--- config.mk ---
export PLATFORM = sky130hd
export DESIGN_NAME = pwm_audio_out
export DESIGN_NICKNAME = d
export VERILOG_FILES = /design/src/rtl/audio_pkg.sv /design/src/rtl/pwm_tick_gen.sv /design/src/rtl/pwm_audio_out.sv
export SDC_FILE = /design/constraint.sdc
export NUM_CORES = 1
export LEC_CHECK = 0
export ABC_AREA = 1
export BUFFER_PORTS_ARGS = -buffer_cell sky130_fd_sc_hd__buf_4
export CAP_MARGIN = 20
export CORE_MARGIN = 2
export CORE_UTILIZATION = 45
export DETAILED_ROUTE_END_ITERATION = 10
export HOLD_SLACK_MARGIN = 0.03
export SYNTH_ARGS = -nofsm -noshare
export SYNTH_HDL_FRONTEND = slang
export SYNTH_SLANG_ARGS = --single-unit
--- constraint.sdc ---
create_clock -name clk -period 2.8 [get_ports clk]
set_input_delay 0.56 -clock clk [delete_from_list [all_inputs] [get_ports clk]]
set_output_delay 0.56 -clock clk [all_outputs]
set_load 0.01 [all_outputs]
--- src/rtl/audio_pkg.sv ---
// rtl/audio_pkg.sv - shared constants and dither LFSR helper for the PWM audio output stage
package audio_pkg;

    typedef logic [7:0] lfsr_t;

    localparam int    SAMPLE_W_DEFAULT = 8;
    localparam lfsr_t MIDSCALE         = 8'h80;
    localparam lfsr_t LFSR_SEED        = 8'hA5;
    // x^8 + x^6 + x^5 + x^4 + 1, taps on bits 7,5,4,3 of a left-shifting register
    localparam lfsr_t LFSR_TAPS        = 8'hB8;

    function automatic lfsr_t lfsr_next(input lfsr_t s);
        return {s[6:0], ^(s & LFSR_TAPS)};
    endfunction

endpackage

--- src/rtl/pwm_tick_gen.sv ---
// rtl/pwm_tick_gen.sv - PWM prescaler and period counter with period-boundary strobe
module pwm_tick_gen #(
    parameter int SAMPLE_W = 8,
    parameter int PRESCALE = 1
) (
    input  logic                clk,
    input  logic                rst_n,
    input  logic                enable,
    output logic [SAMPLE_W-1:0] pwm_cnt,
    output logic                boundary
);

    localparam int               PRE_W    = (PRESCALE > 1) ? $clog2(PRESCALE) : 1;
    localparam logic [PRE_W-1:0] PRE_LAST = PRE_W'(PRESCALE - 1);

    logic [PRE_W-1:0] pre_cnt;
    logic             tick;

    assign tick     = enable && (pre_cnt == PRE_LAST);
    assign boundary = tick && (&pwm_cnt);

    // Disabled counters sit at zero so a re-enable always starts a fresh period
    always_ff @(posedge clk or negedge rst_n) begin
        if (!rst_n) begin
            pre_cnt <= '0;
            pwm_cnt <= '0;
        end else if (!enable) begin
            pre_cnt <= '0;
            pwm_cnt <= '0;
        end else begin
            pre_cnt <= tick ? '0 : pre_cnt + 1'b1;
            if (tick) begin
                pwm_cnt <= pwm_cnt + 1'b1;
            end
        end
    end

endmodule

--- src/rtl/pwm_audio_out.sv ---
// rtl/pwm_audio_out.sv - one-sample buffered PWM audio output with sticky underrun flag
// Optional duty dither enabled by defining PWM_AUDIO_DITHER_EN.
module pwm_audio_out
    import audio_pkg::*;
#(
    parameter int SAMPLE_W = SAMPLE_W_DEFAULT,
    parameter int PRESCALE = 1
) (
    input  logic                clk,
    input  logic                rst_n,
    input  logic [SAMPLE_W-1:0] sound_in,
    input  logic                sound_valid,
    output logic                sound_ready,
    input  logic                enable,
    input  logic                underrun_clr,
    output logic                pwm_out,
    output logic                sample_tick,
    output logic                underrun
);

    localparam logic [SAMPLE_W-1:0] MID = {1'b1, {(SAMPLE_W-1){1'b0}}};

    logic [SAMPLE_W-1:0] pwm_cnt;
    logic                boundary;
    logic [SAMPLE_W-1:0] sample_buf;
    logic [SAMPLE_W-1:0] duty;
    logic [SAMPLE_W-1:0] load_duty;
    logic                buf_full;
    logic                accept;

    pwm_tick_gen #(
        .SAMPLE_W (SAMPLE_W),
        .PRESCALE (PRESCALE)
    ) u_tick_gen (
        .clk      (clk),
        .rst_n    (rst_n),
        .enable   (enable),
        .pwm_cnt  (pwm_cnt),
        .boundary (boundary)
    );

    assign sound_ready = !buf_full;
    assign accept      = sound_valid && !buf_full;

`ifdef PWM_AUDIO_DITHER_EN
    lfsr_t             lfsr;
    logic [SAMPLE_W:0] dither_sum;

    // Flipping the sign bit turns two's complement into offset binary; dither saturates at full scale
    assign dither_sum = {1'b0, sample_buf ^ MID} + {{SAMPLE_W{1'b0}}, lfsr[0]};
    assign load_duty  = dither_sum[SAMPLE_W] ? '1 : dither_sum[SAMPLE_W-1:0];

    always_ff @(posedge clk or negedge rst_n) begin
        if (!rst_n) begin
            lfsr <= LFSR_SEED;
        end else if (boundary) begin
            lfsr <= lfsr_next(lfsr);
        end
    end
`else
    assign load_duty = sample_buf ^ MID;
`endif

    always_ff @(posedge clk or negedge rst_n) begin
        if (!rst_n) begin
            sample_buf  <= '0;
            buf_full    <= 1'b0;
            duty        <= MID;
            pwm_out     <= 1'b0;
            sample_tick <= 1'b0;
            underrun    <= 1'b0;
        end else begin
            sample_tick <= boundary;
            pwm_out     <= enable && (pwm_cnt < duty);

            // accept needs an empty buffer, so it never collides with a boundary drain
            if (accept) begin
                sample_buf <= sound_in;
                buf_full   <= 1'b1;
            end else if (boundary && buf_full) begin
                buf_full <= 1'b0;
            end

            if (!enable) begin
                duty <= MID;
            end else if (boundary && buf_full) begin
                duty <= load_duty;
            end

            if (boundary && !buf_full) begin
                underrun <= 1'b1;
            end else if (underrun_clr) begin
                underrun <= 1'b0;
            end
        end
    end

endmodule
== Yosys cells after proc, flatten, opt, wreduce, memory -nomap -nowiden ==
Index checks and enable logic that the tools add are counted.
Word-level totals
  register bits: 29
  input port bits: 13
  output and inout bits: 4
Operators by class
  $add $sub $neg: 2
  $lt $le $gt $ge: 1
  eq/ne operators: 2
  muxes and demuxes: 10
  bitwise gates (word level): 2
  reductions and logical operators: 10
Operators with widths (count)
  $mux 8: 4
  $add 8x1->8 const B: 1
  $lt 8x8->1: 1
  $reduce_and 8->1: 1
  $logic_and 1x1->1: 6
  $mux 1: 6
  $ne 2x1->1 const B: 2
  $reduce_bool 2->1: 2
  $not 1->1: 2
  $add 1x1->1 const B: 1
  $logic_not 1->1: 1

== Depth between registers and ports, before layout ==
  depth in word-level cells: 6
  depth in mapped cells: 7
  mapped depth without buffers: 7

== Modules after synthesis ==
A second synthesis with hierarchy kept.
Second synthesis, totals
  cells, all modules: 151
  area, all modules: 1417.6 µm²
By module, submodules not included
  pwm_audio_out: times used 1, cells an instance 88, area each 949.7 µm², seq. area each 501.7 µm²
  pwm_tick_gen: times used 1, cells an instance 63, area each 467.9 µm², seq. area each 225.2 µm²

== Worst setup path after synthesis ==
Ideal clock, no wire load.
  path type: input port to flip-flop
  from: input enable
  to: register duty[0]
  data arrival time: 1.224 ns
  required time: 2.735 ns
  slack: 1.511 ns
  stages on the path: 7
  path buffers: 1
  cell sequence: buf_2 -> nand2_1 -> inv_2 -> nand3_4 -> nor2_8 -> nand3_2 -> nand2_1
Between the ends
  longest elaborated chain between the ends: 4
  elaborated cells on any way between the ends: 5
  those cells by class: eq/ne: 1; mux: 1; reduce/logical: 3
Ends and longest elaborated chain
  start: declaration: line pwm_audio_out.sv:14  | input logic enable,
  $logic_and 1x1->1: line pwm_tick_gen.sv:19  | assign tick = enable && (pre_cnt == PRE_LAST);
  $logic_and 1x1->1: line pwm_tick_gen.sv:20  | assign boundary = tick && (&pwm_cnt);
  $logic_and 1x1->1: line pwm_audio_out.sv:86  | end else if (boundary && buf_full) begin
  $ne 2x1->1 (no line)
  end signal: assignment: line pwm_audio_out.sv:87  | duty <= load_duty;
  end: declaration: line pwm_audio_out.sv:26  | logic [SAMPLE_W-1:0] duty;
Parallel ways exist; a longest one is shown, timed or not.
A chain may end at the register's enable or synchronous reset.

== Final worst setup path ==
  from: register buf_full
  to: output sound_ready
Between the ends
  longest elaborated chain between the ends: 1
Ends and longest elaborated chain
  start: declaration: line pwm_audio_out.sv:28  | logic buf_full;
  start signal: assignment: line pwm_audio_out.sv:67  | buf_full <= 1'b0;
  start signal: assignment: line pwm_audio_out.sv:79  | buf_full <= 1'b1;
  start signal: assignment: line pwm_audio_out.sv:81  | buf_full <= 1'b0;
  $logic_not 1->1: line pwm_audio_out.sv:42  | assign sound_ready = !buf_full;
  end: declaration: line pwm_audio_out.sv:13  | output logic sound_ready,
No other way between the ends.

==> results.py <==
metrics = {
    "run_status": {
        "run_status": "complete, no violations",
    },
    "finish": {
        "layout_common_cells": "44 x nand2_1, 28 x dfrtp_1, 24 x inv_1",
        "utilization_pct": 56.0,
        "areaGrowthSynthToFinish_pct": 16.7,
        "final_area_um2": 1740,
        "mostFrequentLayoutCell": "nand2_1",
        "layout-drive-gt1-share_pct": 18.9,
        "n_antenna_cell": 0,
        "final_cells": 229,
        "nets": 205,
        "fill_cells": 311,
    },
    "die": {
        "coreArea_um2": 3100,
        "die_y_um": 61.5,
        "std_cell_rows": 20,
        "ios": 17,
        "dieArea_um2": 3790,
        "die_width_um": 61.5,
        "initial_core_util_pct": 48.0,
    },
    "sta": {
        "setup-violations-final": 0,
        "drv_slew": 0,
        "hold_viol": 0,
        "max_freq_ghz": 0.618,
        "hold-worst-slack_ns": 0.129,
        "fin_crit_sh_pct": 57.7,
        "fin_skew_ns": 0.0121,
        "final.setup.tns_ns": 0,
        "period_needed_ns": 1.62,
        "rsz0062_at_grt": "no",
        "setup_slack_ns": 1.18,
    },
    "synth": {
        "ys_seq_elements": 29,
        "synth_xor_area_share_pct": 0,
        "synth-main-ff-cell": "dfrtp_1",
        "syn_area_per_cell_um2": 9.09,
        "ys_types": 22,
        "synth_top_family_by_area": "simple AND/OR/NAND/NOR gates",
        "synth-edff-count": 0,
        "yosysWarnings": 0,
        "yosysSeqAreaShare_pct": 48.8,
        "synth_cells": 164,
        "synth_compound_area_share_pct": 3.44,
        "synth_fa_ha_area_share_pct": 6.72,
        "synthSimpleGateAreaFrac_pct": 27.2,
        "synthMuxAreaShare_pct": 6.05,
        "synthArstFlopShare_pct": 100,
        "syn_area_um2": 1490,
        "synth_nets": 185,
    },
    "cts": {
        "tritoncts": "built",
        "worstSkewPairLatency_ns": 0.33,
        "ctsResizeCount": 0,
        "numClockSinks": 29,
        "ctsLongestPathBuffers": 2,
        "cts_made_buffers": 5,
        "cts-hold-fix-buffers": 0,
        "cts-root-buf": "clkbuf_4",
        "cts_htree_levels": 2,
        "postCtsSetupBuffers": 0,
        "clk_pin_slew_ns": 0.10,
    },
    "critical_path": {
        "crit_fanout": 4,
        "endpoint_kind": "output pin",
        "required_ns": 2.24,
        "path_class": "reg -> out",
        "startpoint_type": "register",
        "r2r-start": "u_tick_gen.pwm_cnt[1]$_DFFE_PN0P_",
        "cp_data_arrival_time_ns": 1.06,
        "cp-startpoint": "buf_full$_DFFE_PN0P_",
    },
    "routing": {
        "wl_per_cell_um": 11.1,
        "drt-pass1-iter-count": 4,
        "drc": 0,
        "vias_per_cell": 4.82,
        "ant_nets": 0,
        "drtIter0Drc": 28,
        "via_count": 1103,
        "wirelength_um": 2530,
    },
    "job": {
        "maxCapViolCount": 0,
    },
    "grt": {
        "grt_pass1_vias": 1104,
        "grt.total_usage_pct": 17.3,
        "grt.overflow.total": 0,
        "grt_max_degree": 30,
        "grt_pass1_wl_um": 4640,
        "antenna_found_initial": 0,
    },
    "placement": {
        "dpl.hpwl_um": 1860,
        "io_buffers": 16,
        "gp_congestion": 0.871,
        "dp_slack_ns": 1.27,
        "place_area_um2": 1650,
        "dp_cells": 221,
    },
    "pwr": {
        "power.density_nw_per_um2": 500,
        "comb_power_share_pct": 6.8,
        "p_switching_mw": 0.195,
        "switching_share_pct": 22.4,
        "leakage_nw": 0.946,
        "vdd_drop_max_v": 0.000290,
        "p_clk_share_pct": 42.0,
        "total_power_mw": 0.870,
        "p_seq_share_pct": 51.2,
        "p_int_mw": 0.674,
    },
    "worst_hold_path": {
        "hp-class": "in -> async",
    },
}
==> worst paths after layout <==
path	to	depth (start not counted)	slack (ns)
hold reg to reg	duty[7]$_DFFE_PN1P_	2	0.50
max in group asynchronous	duty[7]$_DFFE_PN1P_	1	2.35
setup reg to reg	duty[0]$_DFFE_PN0P_	6	1.40
setup / recovery	sound_ready	2	1.18
hold / removal	pwm_out$_DFF_PN0_	1	0.13
min in group clk	underrun$_DFFE_PN0P_	2	0.42
==> synth_stat cells (2+ instances only) <==
cell | n | area (um^2)
a21oi_1 | 7 | 35.0
buf_2 | 3 | 15.0
dfrtp_1 | 28 | 701
ha_1 | 8 | 100
inv_1 | 24 | 90.1
inv_2 | 2 | 7.51
mux2_1 | 8 | 90.1
nand2_1 | 44 | 165
nand2_2 | 2 | 12.5
nand3_1 | 16 | 80.1
nand4_1 | 2 | 12.5
nor2_1 | 8 | 30.0
nor2_8 | 2 | 40.0
o21ai_0 | 2 | 10.0
==> layer usage <==
layer | global-route usage [%] | vias to the layer above | share of wire, %
met4 | 11.9 | 0 | 2.5
met5 | 0 | - | 0
met2 | 26.8 | 23 | 47
li1 | - | 558 | -
met3 | 4.41 | 8 | 4.0
met1 | 21.0 | 514 | 46
==> registers in the layout, indices dropped and copies added (netlist names) <==
signal              count
duty                    8
sample_buf              8
u_tick_gen.pre_cnt      1
pwm_out                 1
sample_tick             1
underrun                1
buf_full                1
u_tick_gen.pwm_cnt      8
==> critical path, cell delays in order, from the launching register on <==
cell and delay (ns):
dfrtp_1 0.45, inv_2 0.14, buf_4 0.14
==> power groups by stage <==
stage	combinational [mW]	sequential [mW]	clock [mW]
finish	0.0588	0.445	0.366
global route	0.0696	0.448	0.398
CTS	0.0602	0.446	0.375
detailed placement	0.0600	0.454	0
global placement	0.0583	0.453	0
floorplan	0.0321	0.452	0
==> cell type report <==
| class | instances | area (um^2) | share of cell area [%] |
|---|---|---|---|
| clock buffers | 6 | 51.3 | 2.95 |
| multi-input cells | 106 | 651 | 37.4 |
| clock inverters | 2 | 37.5 | 2.16 |
| well taps | 44 | 55.1 | 3.17 |
| flip-flops and latches | 29 | 727 | 41.8 |
| inverters | 26 | 97.6 | 5.61 |
| repair buffers | 16 | 120 | 6.91 |
==> cells by family after synthesis <==
family,count (synthesis)
buffers and inverters,29
multiplexers,8
AO/OA/AOI/OAI,10
AND/OR/NAND/NOR,79
other,1
flip-flops,29
adder cells (fa/ha/maj),8
Power figures use the tool's default switching activity.
